### src/rtl/vend_payment_controller_if.sv
// ---------------------------------------------------------------------------
// vend_payment_controller_if
//
// Bundles every front-end and actuator signal of the vending payment
// controller.
//   master : keypad / coin acceptor / dispenser / hopper side
//            (drives requests and acks, observes status)
//   slave  : the payment controller itself
//
// Front end -> controller
//   select_valid, select_price[5:0] : product selection strobe and price
//   coin_valid, coin_value[4:0]     : coin insertion strobe and value
//   cancel                          : user cancel, level-sampled
//   dispense_ack                    : dispenser has released the product
//   change_ack                      : hopper has ejected one 10-euro coin
// Controller -> front end / actuators
//   busy, credit[5:0], coin_reject, dispense_req, change_req, done, vended
// ---------------------------------------------------------------------------
interface vend_payment_controller_if;
    logic       select_valid;
    logic [5:0] select_price;
    logic       coin_valid;
    logic [4:0] coin_value;
    logic       cancel;
    logic       dispense_ack;
    logic       change_ack;

    logic       busy;
    logic [5:0] credit;
    logic       coin_reject;
    logic       dispense_req;
    logic       change_req;
    logic       done;
    logic       vended;

    modport master (
        output select_valid, select_price, coin_valid, coin_value, cancel,
               dispense_ack, change_ack,
        input  busy, credit, coin_reject, dispense_req, change_req, done, vended
    );

    modport slave (
        input  select_valid, select_price, coin_valid, coin_value, cancel,
               dispense_ack, change_ack,
        output busy, credit, coin_reject, dispense_req, change_req, done, vended
    );
endinterface

### src/rtl/vend_payment_controller.sv
// ---------------------------------------------------------------------------
// vend_payment_controller
//
// Runs one vending transaction at a time: latches a product price, collects
// 10/20-euro coins, requests the dispenser once the price is covered, then
// pays out change (or a full refund after cancel/timeout) in 10-euro steps.
//
// Parameters
//   MAX_CREDIT     : highest credit held, euros (<= 63, multiple of 10)
//   TIMEOUT_CYCLES : idle cycles in COLLECT before automatic refund (>= 2)
//
// Ports
//   clock : rising-edge clock
//   reset : synchronous, active-high
//   bus   : vend_payment_controller_if.slave (see interface header)
//
// All outputs are registers or pure decodes of the state register, so every
// input shows up at the outputs exactly one rising edge after it is sampled.
// ---------------------------------------------------------------------------
module vend_payment_controller #(
    parameter int MAX_CREDIT     = 60,
    parameter int TIMEOUT_CYCLES = 1000
) (
    input  logic                      clock,
    input  logic                      reset,
    vend_payment_controller_if.slave  bus
);

    localparam int             TIMER_W      = $clog2(TIMEOUT_CYCLES);
    localparam logic [TIMER_W-1:0] TIMER_LAST = TIMER_W'(TIMEOUT_CYCLES - 1);
    localparam logic [6:0]     CREDIT_LIMIT = 7'(MAX_CREDIT);

    typedef enum logic [2:0] {
        S_IDLE,
        S_COLLECT,
        S_DISPENSE,
        S_CHANGE,
        S_DONE
    } state_t;

    state_t             state, state_next;
    logic [5:0]         credit_q, credit_next;
    logic [5:0]         price_q, price_next;
    logic [TIMER_W-1:0] timer_q, timer_next;
    logic               vended_q, vended_next;
    logic               reject_q, reject_next;

    logic               price_ok;
    logic               coin_ok;
    logic               give_up;
    logic [6:0]         coin_sum;
    logic [5:0]         remainder;

    // One extra bit on the sum so a coin pushing credit past 63 cannot wrap
    // around and slip under the limit.
    assign coin_sum  = {1'b0, credit_q} + {2'b00, bus.coin_value};
    assign remainder = credit_q - price_q;

    assign price_ok = (bus.select_price != 6'd0)
                   && ((bus.select_price % 6'd10) == 6'd0)
                   && ({1'b0, bus.select_price} <= CREDIT_LIMIT);

    assign coin_ok  = ((bus.coin_value == 5'd10) || (bus.coin_value == 5'd20))
                   && (coin_sum <= CREDIT_LIMIT);

    // Cancel and timeout both end collection; either one outranks a coin.
    assign give_up  = bus.cancel || (timer_q == TIMER_LAST);

    // State and datapath registers.
    // NOTE: sequential state uses non-blocking (<=) so every register samples
    // the pre-edge values of its neighbours, independent of statement order.
    always_ff @(posedge clock) begin
        if (reset) begin
            state    <= S_IDLE;
            credit_q <= '0;
            price_q  <= '0;
            timer_q  <= '0;
            vended_q <= 1'b0;
            reject_q <= 1'b0;
        end else begin
            state    <= state_next;
            credit_q <= credit_next;
            price_q  <= price_next;
            timer_q  <= timer_next;
            vended_q <= vended_next;
            reject_q <= reject_next;
        end
    end

    // Next-state and datapath decisions.
    always_comb begin
        // NOTE: every signal driven here gets a default first, so no path
        // through the case leaves one unassigned and infers a latch.
        state_next  = state;
        credit_next = credit_q;
        price_next  = price_q;
        timer_next  = '0;              // counter only runs while collecting
        vended_next = vended_q;
        reject_next = bus.coin_valid;  // any coin not explicitly taken goes back

        unique case (state)
            S_IDLE: begin
                if (bus.select_valid && price_ok) begin
                    price_next = bus.select_price;
                    state_next = S_COLLECT;
                end
            end

            S_COLLECT: begin
                if (give_up) begin
                    state_next = (credit_q == 6'd0) ? S_DONE : S_CHANGE;
                end else if (bus.coin_valid && coin_ok) begin
                    reject_next = 1'b0;
                    credit_next = coin_sum[5:0];
                    if (coin_sum[5:0] >= price_q) begin
                        state_next = S_DISPENSE;
                    end
                end else begin
                    timer_next = timer_q + TIMER_W'(1);
                end
            end

            S_DISPENSE: begin
                if (bus.dispense_ack) begin
                    credit_next = remainder;
                    vended_next = 1'b1;
                    state_next  = (remainder != 6'd0) ? S_CHANGE : S_DONE;
                end
            end

            S_CHANGE: begin
                if (bus.change_ack) begin
                    credit_next = credit_q - 6'd10;
                    if (credit_q == 6'd10) begin
                        state_next = S_DONE;
                    end
                end
            end

            S_DONE: begin
                state_next  = S_IDLE;
                vended_next = 1'b0;
            end

            default: begin
                state_next = S_IDLE;
            end
        endcase
    end

    // Moore outputs.
    assign bus.busy         = (state != S_IDLE);
    assign bus.credit       = credit_q;
    assign bus.coin_reject  = reject_q;
    assign bus.dispense_req = (state == S_DISPENSE);
    assign bus.change_req   = (state == S_CHANGE);
    assign bus.done         = (state == S_DONE);
    assign bus.vended       = (state == S_DONE) && vended_q;

endmodule

### src/flat_wrapper.sv
// flat-port wrapper written by rule: the top's interface ports become plain ports
module vend_payment_controller_flat 
#(
    parameter int MAX_CREDIT     = 60,
    parameter int TIMEOUT_CYCLES = 1000
)
  (clock, reset, bus_select_valid, bus_select_price, bus_coin_valid, bus_coin_value, bus_cancel, bus_dispense_ack, bus_change_ack, bus_busy, bus_credit, bus_coin_reject, bus_dispense_req, bus_change_req, bus_done, bus_vended);
  vend_payment_controller_if bus_i ();
  input  logic clock;
  input  logic reset;
  input wire logic [$bits(bus_i.select_valid)-1:0] bus_select_valid;
  input wire logic [$bits(bus_i.select_price)-1:0] bus_select_price;
  input wire logic [$bits(bus_i.coin_valid)-1:0] bus_coin_valid;
  input wire logic [$bits(bus_i.coin_value)-1:0] bus_coin_value;
  input wire logic [$bits(bus_i.cancel)-1:0] bus_cancel;
  input wire logic [$bits(bus_i.dispense_ack)-1:0] bus_dispense_ack;
  input wire logic [$bits(bus_i.change_ack)-1:0] bus_change_ack;
  output wire logic [$bits(bus_i.busy)-1:0] bus_busy;
  output wire logic [$bits(bus_i.credit)-1:0] bus_credit;
  output wire logic [$bits(bus_i.coin_reject)-1:0] bus_coin_reject;
  output wire logic [$bits(bus_i.dispense_req)-1:0] bus_dispense_req;
  output wire logic [$bits(bus_i.change_req)-1:0] bus_change_req;
  output wire logic [$bits(bus_i.done)-1:0] bus_done;
  output wire logic [$bits(bus_i.vended)-1:0] bus_vended;
  assign bus_i.select_valid = bus_select_valid;
  assign bus_i.select_price = bus_select_price;
  assign bus_i.coin_valid = bus_coin_valid;
  assign bus_i.coin_value = bus_coin_value;
  assign bus_i.cancel = bus_cancel;
  assign bus_i.dispense_ack = bus_dispense_ack;
  assign bus_i.change_ack = bus_change_ack;
  assign bus_busy = bus_i.busy;
  assign bus_credit = bus_i.credit;
  assign bus_coin_reject = bus_i.coin_reject;
  assign bus_dispense_req = bus_i.dispense_req;
  assign bus_change_req = bus_i.change_req;
  assign bus_done = bus_i.done;
  assign bus_vended = bus_i.vended;
  vend_payment_controller #(.MAX_CREDIT(MAX_CREDIT), .TIMEOUT_CYCLES(TIMEOUT_CYCLES)) u_core (.clock(clock), .reset(reset), .bus(bus_i));
endmodule
### config.mk
export PLATFORM = sky130hd
export DESIGN_NAME = vend_payment_controller_flat
export DESIGN_NICKNAME = d
export VERILOG_FILES = /design/src/rtl/vend_payment_controller_if.sv /design/src/rtl/vend_payment_controller.sv /design/src/flat_wrapper.sv
export SDC_FILE = /design/constraint.sdc
export NUM_CORES = 1
export LEC_CHECK = 0
export ABC_CLOCK_PERIOD_IN_PS = 5240
export CAP_MARGIN = 20
export CORE_MARGIN = 1
export CORE_UTILIZATION = 59
export CTS_CLUSTER_SIZE = 8
export DETAILED_ROUTE_END_ITERATION = 10
export PLACE_DENSITY = 0.93
export SKIP_LAST_GASP = 1
export SYNTH_ARGS = -nofsm -noshare
export SYNTH_HDL_FRONTEND = slang
export SYNTH_SLANG_ARGS = --single-unit
### constraint.sdc
create_clock -name clock -period 5.24 [get_ports clock]
set_input_delay 0.786 -clock clock [delete_from_list [all_inputs] [get_ports clock]]
set_output_delay 0.786 -clock clock [all_outputs]
set_load 0.05 [all_outputs]
==> impl_metrics.csv <==
group,metric,value,unit
global_route,grt-ovfl-total,0,
route,dr.pass1.iters,4,
setup_path,crit_path_end_kind,"flip-flop",
die,start_util,61.90,%
yosys,ys_ff_latch,27,
sta,fin_ws,1.844,ns
place,place_congestion,0.9282,
setup_path,worst_path_max_delay_cell,"clkdlybuf4s50_1",
setup_path,crit_type,"primary input to flip-flop",
clock_tree,postCtsSetupBuffers,0,
route,viasPerCell,6.052,
setup_path,path_delay_family,"compound AO/OA/AOI/OAI gates",
route,route.vias.total,1979,
final_layout,final_nets,320,
final_layout,antenna_cells,0,
yosys,postSynthAreaPerCell,8.165,um2
yosys,ys_types,51,
yosys,synth_xor_area_share,8.480,%
yosys,synth_fa_ha_area_share,12.84,%
job,drv_cap,0,
setup_path,cp_max_fo,3,
clock_tree,clk_pin_slew,0.16,ns
yosys,syn_area,2066,um2
place,port_buffers,29,
route,dr_wl_met3,336,um
global_route,grt_max_degree,17,
power,clkPwrFrac,12.1,%
setup_path,critPathBufInv,1,
global_route,antenna_found_initial,0,
clock_tree,root_buffer,"clkbuf_4",
clock_tree,clock_latency,0.34,ns
power,intPower,0.4240,mW
sta,tightest_slew,0.6526,ns
run_status,outcome,"completed",
power,p_seq_share,32.5,%
final_layout,syn2layout_area_growth,17.02,%
sta,slew_headroom,56.40,%
global_route,grt_pass1_wl,7969,um
setup_path,cp_common_cell,"ha_1",
route,routed.top_layer,"met4",
power,swShare,46.22,%
route,route.met2.wl,2331,um
place,place_ws,1.505,ns
sta,rsz0062_at_grt,"false",
final_layout,layout_common_cells,"nor2_1 (31), clkdlybuf4s50_1 (29), dfxtp_1 (27)",
sta,finalSetupTns,0,ns
route,wl_per_cell,15.03,um
die,die_h,61.17,um
sta,post-route-period-util,64.80,%
sta,setup_viol,0,
die,die_x,61.17,um
yosys,synthMuxAreaShare,6.784,%
yosys,ys_seq_area_share,26.17,%
final_layout,fill_cells,260,
setup_path,crit_chain,"clkdlybuf4s50_1 -> ha_1 -> fa_1 -> nand3_1 -> nand2_1 -> xor2_1 -> ha_1 -> a21oi_1 -> o21ai_0 -> a211o_1 -> o211ai_1 -> nor2_1 -> o221a_2",
yosys,synth-compound-area-share,15.57,%
yosys,synth_top_family_by_area,"simple AND/OR/NAND/NOR gates",
yosys,async_flop_share,0,%
clock_tree,htreeDepth,1,
route,antenna_left,0,
power,irDropWorstVdd,0.0001800,V
global_route,grt_pass1_vias,1764,
power,share_comb_of_total_power,55.4,%
sta,drv_slew,0,
global_route,track_usage,29.19,%
route,drtIter0Drc,124,
setup_path,cp.required,5.49,ns
setup_path,arrival,3.65,ns
route,wl_met1,2168,um
sta,fmaxAchievable,294.5,MHz
die,ios,30,
final_layout,post-route-util,72.44,%
final_layout,fin_area,2417,um2
worst_hold_path,hold_class,"flip-flop to flip-flop",
place,place_area,2387,um2
sta,worst_clock_skew,0.009066,ns
route,post-route-drc-count,0,
sta,period_needed,3.396,ns
die,core,3337,um2
sta,whs,0.4857,ns
yosys,synth-edff-count,0,
sta,hold_viol_final,0,
clock_tree,cts_tree,"done",
final_layout,regArea,540.5,um2
power,p_per_area,326.1,nW/um2
clock_tree,clockBufferDepth,2,
clock_tree,hold_buffers,0,
setup_path,cp-start-kind,"primary input",
yosys,yosys.area_share.simple,25.98,%
yosys,syn_inst,253,
route,totalWireLength,4916,um
clock_tree,cts_buffers,3,
place,dp_hpwl,3851,um
final_layout,final_common_cell,"nor2_1",
die,fp-row-count,21,
die,die_area,3742,um2
power,p_leak,0.9735,nW
clock_tree,cts_resized,0,
setup_path,max_stage_delay,0.42,ns
final_layout,multi_input_area,1439,um2
power,netSwitchingPower,0.3644,mW
clock_tree,cts.sinks,27,
final_layout,drive_above_1_share,4.270,%
yosys,yosysWarnings,0,
yosys,synthFlopType,"dfxtp_1",
yosys,synth_nets,291,
worst reg2reg max path: cells and delay by family (launching register included):
kind / cells / cell delay (ns)
simple gates: 1 / 0.08
xor+xnor: 1 / 0.23
compound gates: 7 / 1.35
fa+ha+maj: 2 / 0.61
flops: 1 / 0.60
cell families after synthesis:
group           after synthesis
compound gates               48
xor+xnor                     20
fa+ha+maj                    20
buf+inv                      21
flops                        27
mux                          13
simple gates                104
sequential cells by signal, indices dropped and copies added (netlist names):
| register | cells |
|---|---|
| u_core.bus.coin_reject | 1 |
| u_core.bus.credit | 6 |
| u_core.price_q | 6 |
| u_core.state | 3 |
| u_core.timer_q | 10 |
| u_core.vended_q | 1 |
stage by stage:
stage / total power, mW / cells
CTS: 0.7818 / 327
finish: 0.7884 / 327
floorplan: 0.5742 / 253
global placement: 0.6773 / 323
detailed placement: 0.6862 / 323
global route: 0.8406 / 327
worst paths after layout:
kind | from | end | slack, ns | depth (start not counted)
worst max-delay path | bus_coin_value[0] | u_core.state[1] | 1.84 | 13
worst min-delay path | u_core.timer_q[0] | u_core.timer_q[0] | 0.49 | 1
worst max register to register | u_core.bus.credit[1] | u_core.state[1] | 2.28 | 11
worst min register to register | u_core.timer_q[0] | u_core.timer_q[0] | 0.49 | 1
Yosys cell counts, drive strengths merged (4+ instances only):
cell type	instances	area share, %
a21oi	15	3.6
and3	4	1.2
clkbuf	4	0.73
dfxtp	27	26
ha	18	11
inv	14	2.5
mux2i	11	5.3
nand2	26	4.7
nand2b	5	1.5
nand3	10	2.4
nor2	31	5.6
nor3	4	0.97
o21ai	11	2.7
xnor2	6	2.5
xor2	14	5.9
layer usage:
metal,vias to the layer above,GRT usage [%]
met1,929,37.58
met2,82,46.74
met5,-,0
met4,0,11.69
met3,8,7.353
li1,960,-
power by group through the flow:
stage / clock network, mW / registers [mW] / logic, mW
2_1_floorplan: 0 / 0.267 / 0.308
3_3_place_gp: 0 / 0.258 / 0.419
3_5_place_dp: 0 / 0.259 / 0.427
4_1_cts: 0.0973 / 0.255 / 0.430
5_1_grt: 0.105 / 0.260 / 0.476
6_report: 0.0952 / 0.256 / 0.437
layout make-up:
type,count,area share (%)
Multi-Input combinational cell,205,59.52
Timing Repair Buffer,29,12.01
Clock inverter,1,0.3106
Sequential cell,27,22.36
Tap cell,46,2.381
Inverter,16,2.484
Clock buffer,3,0.9317
No activity file was read; power rests on OpenSTA's default activity.
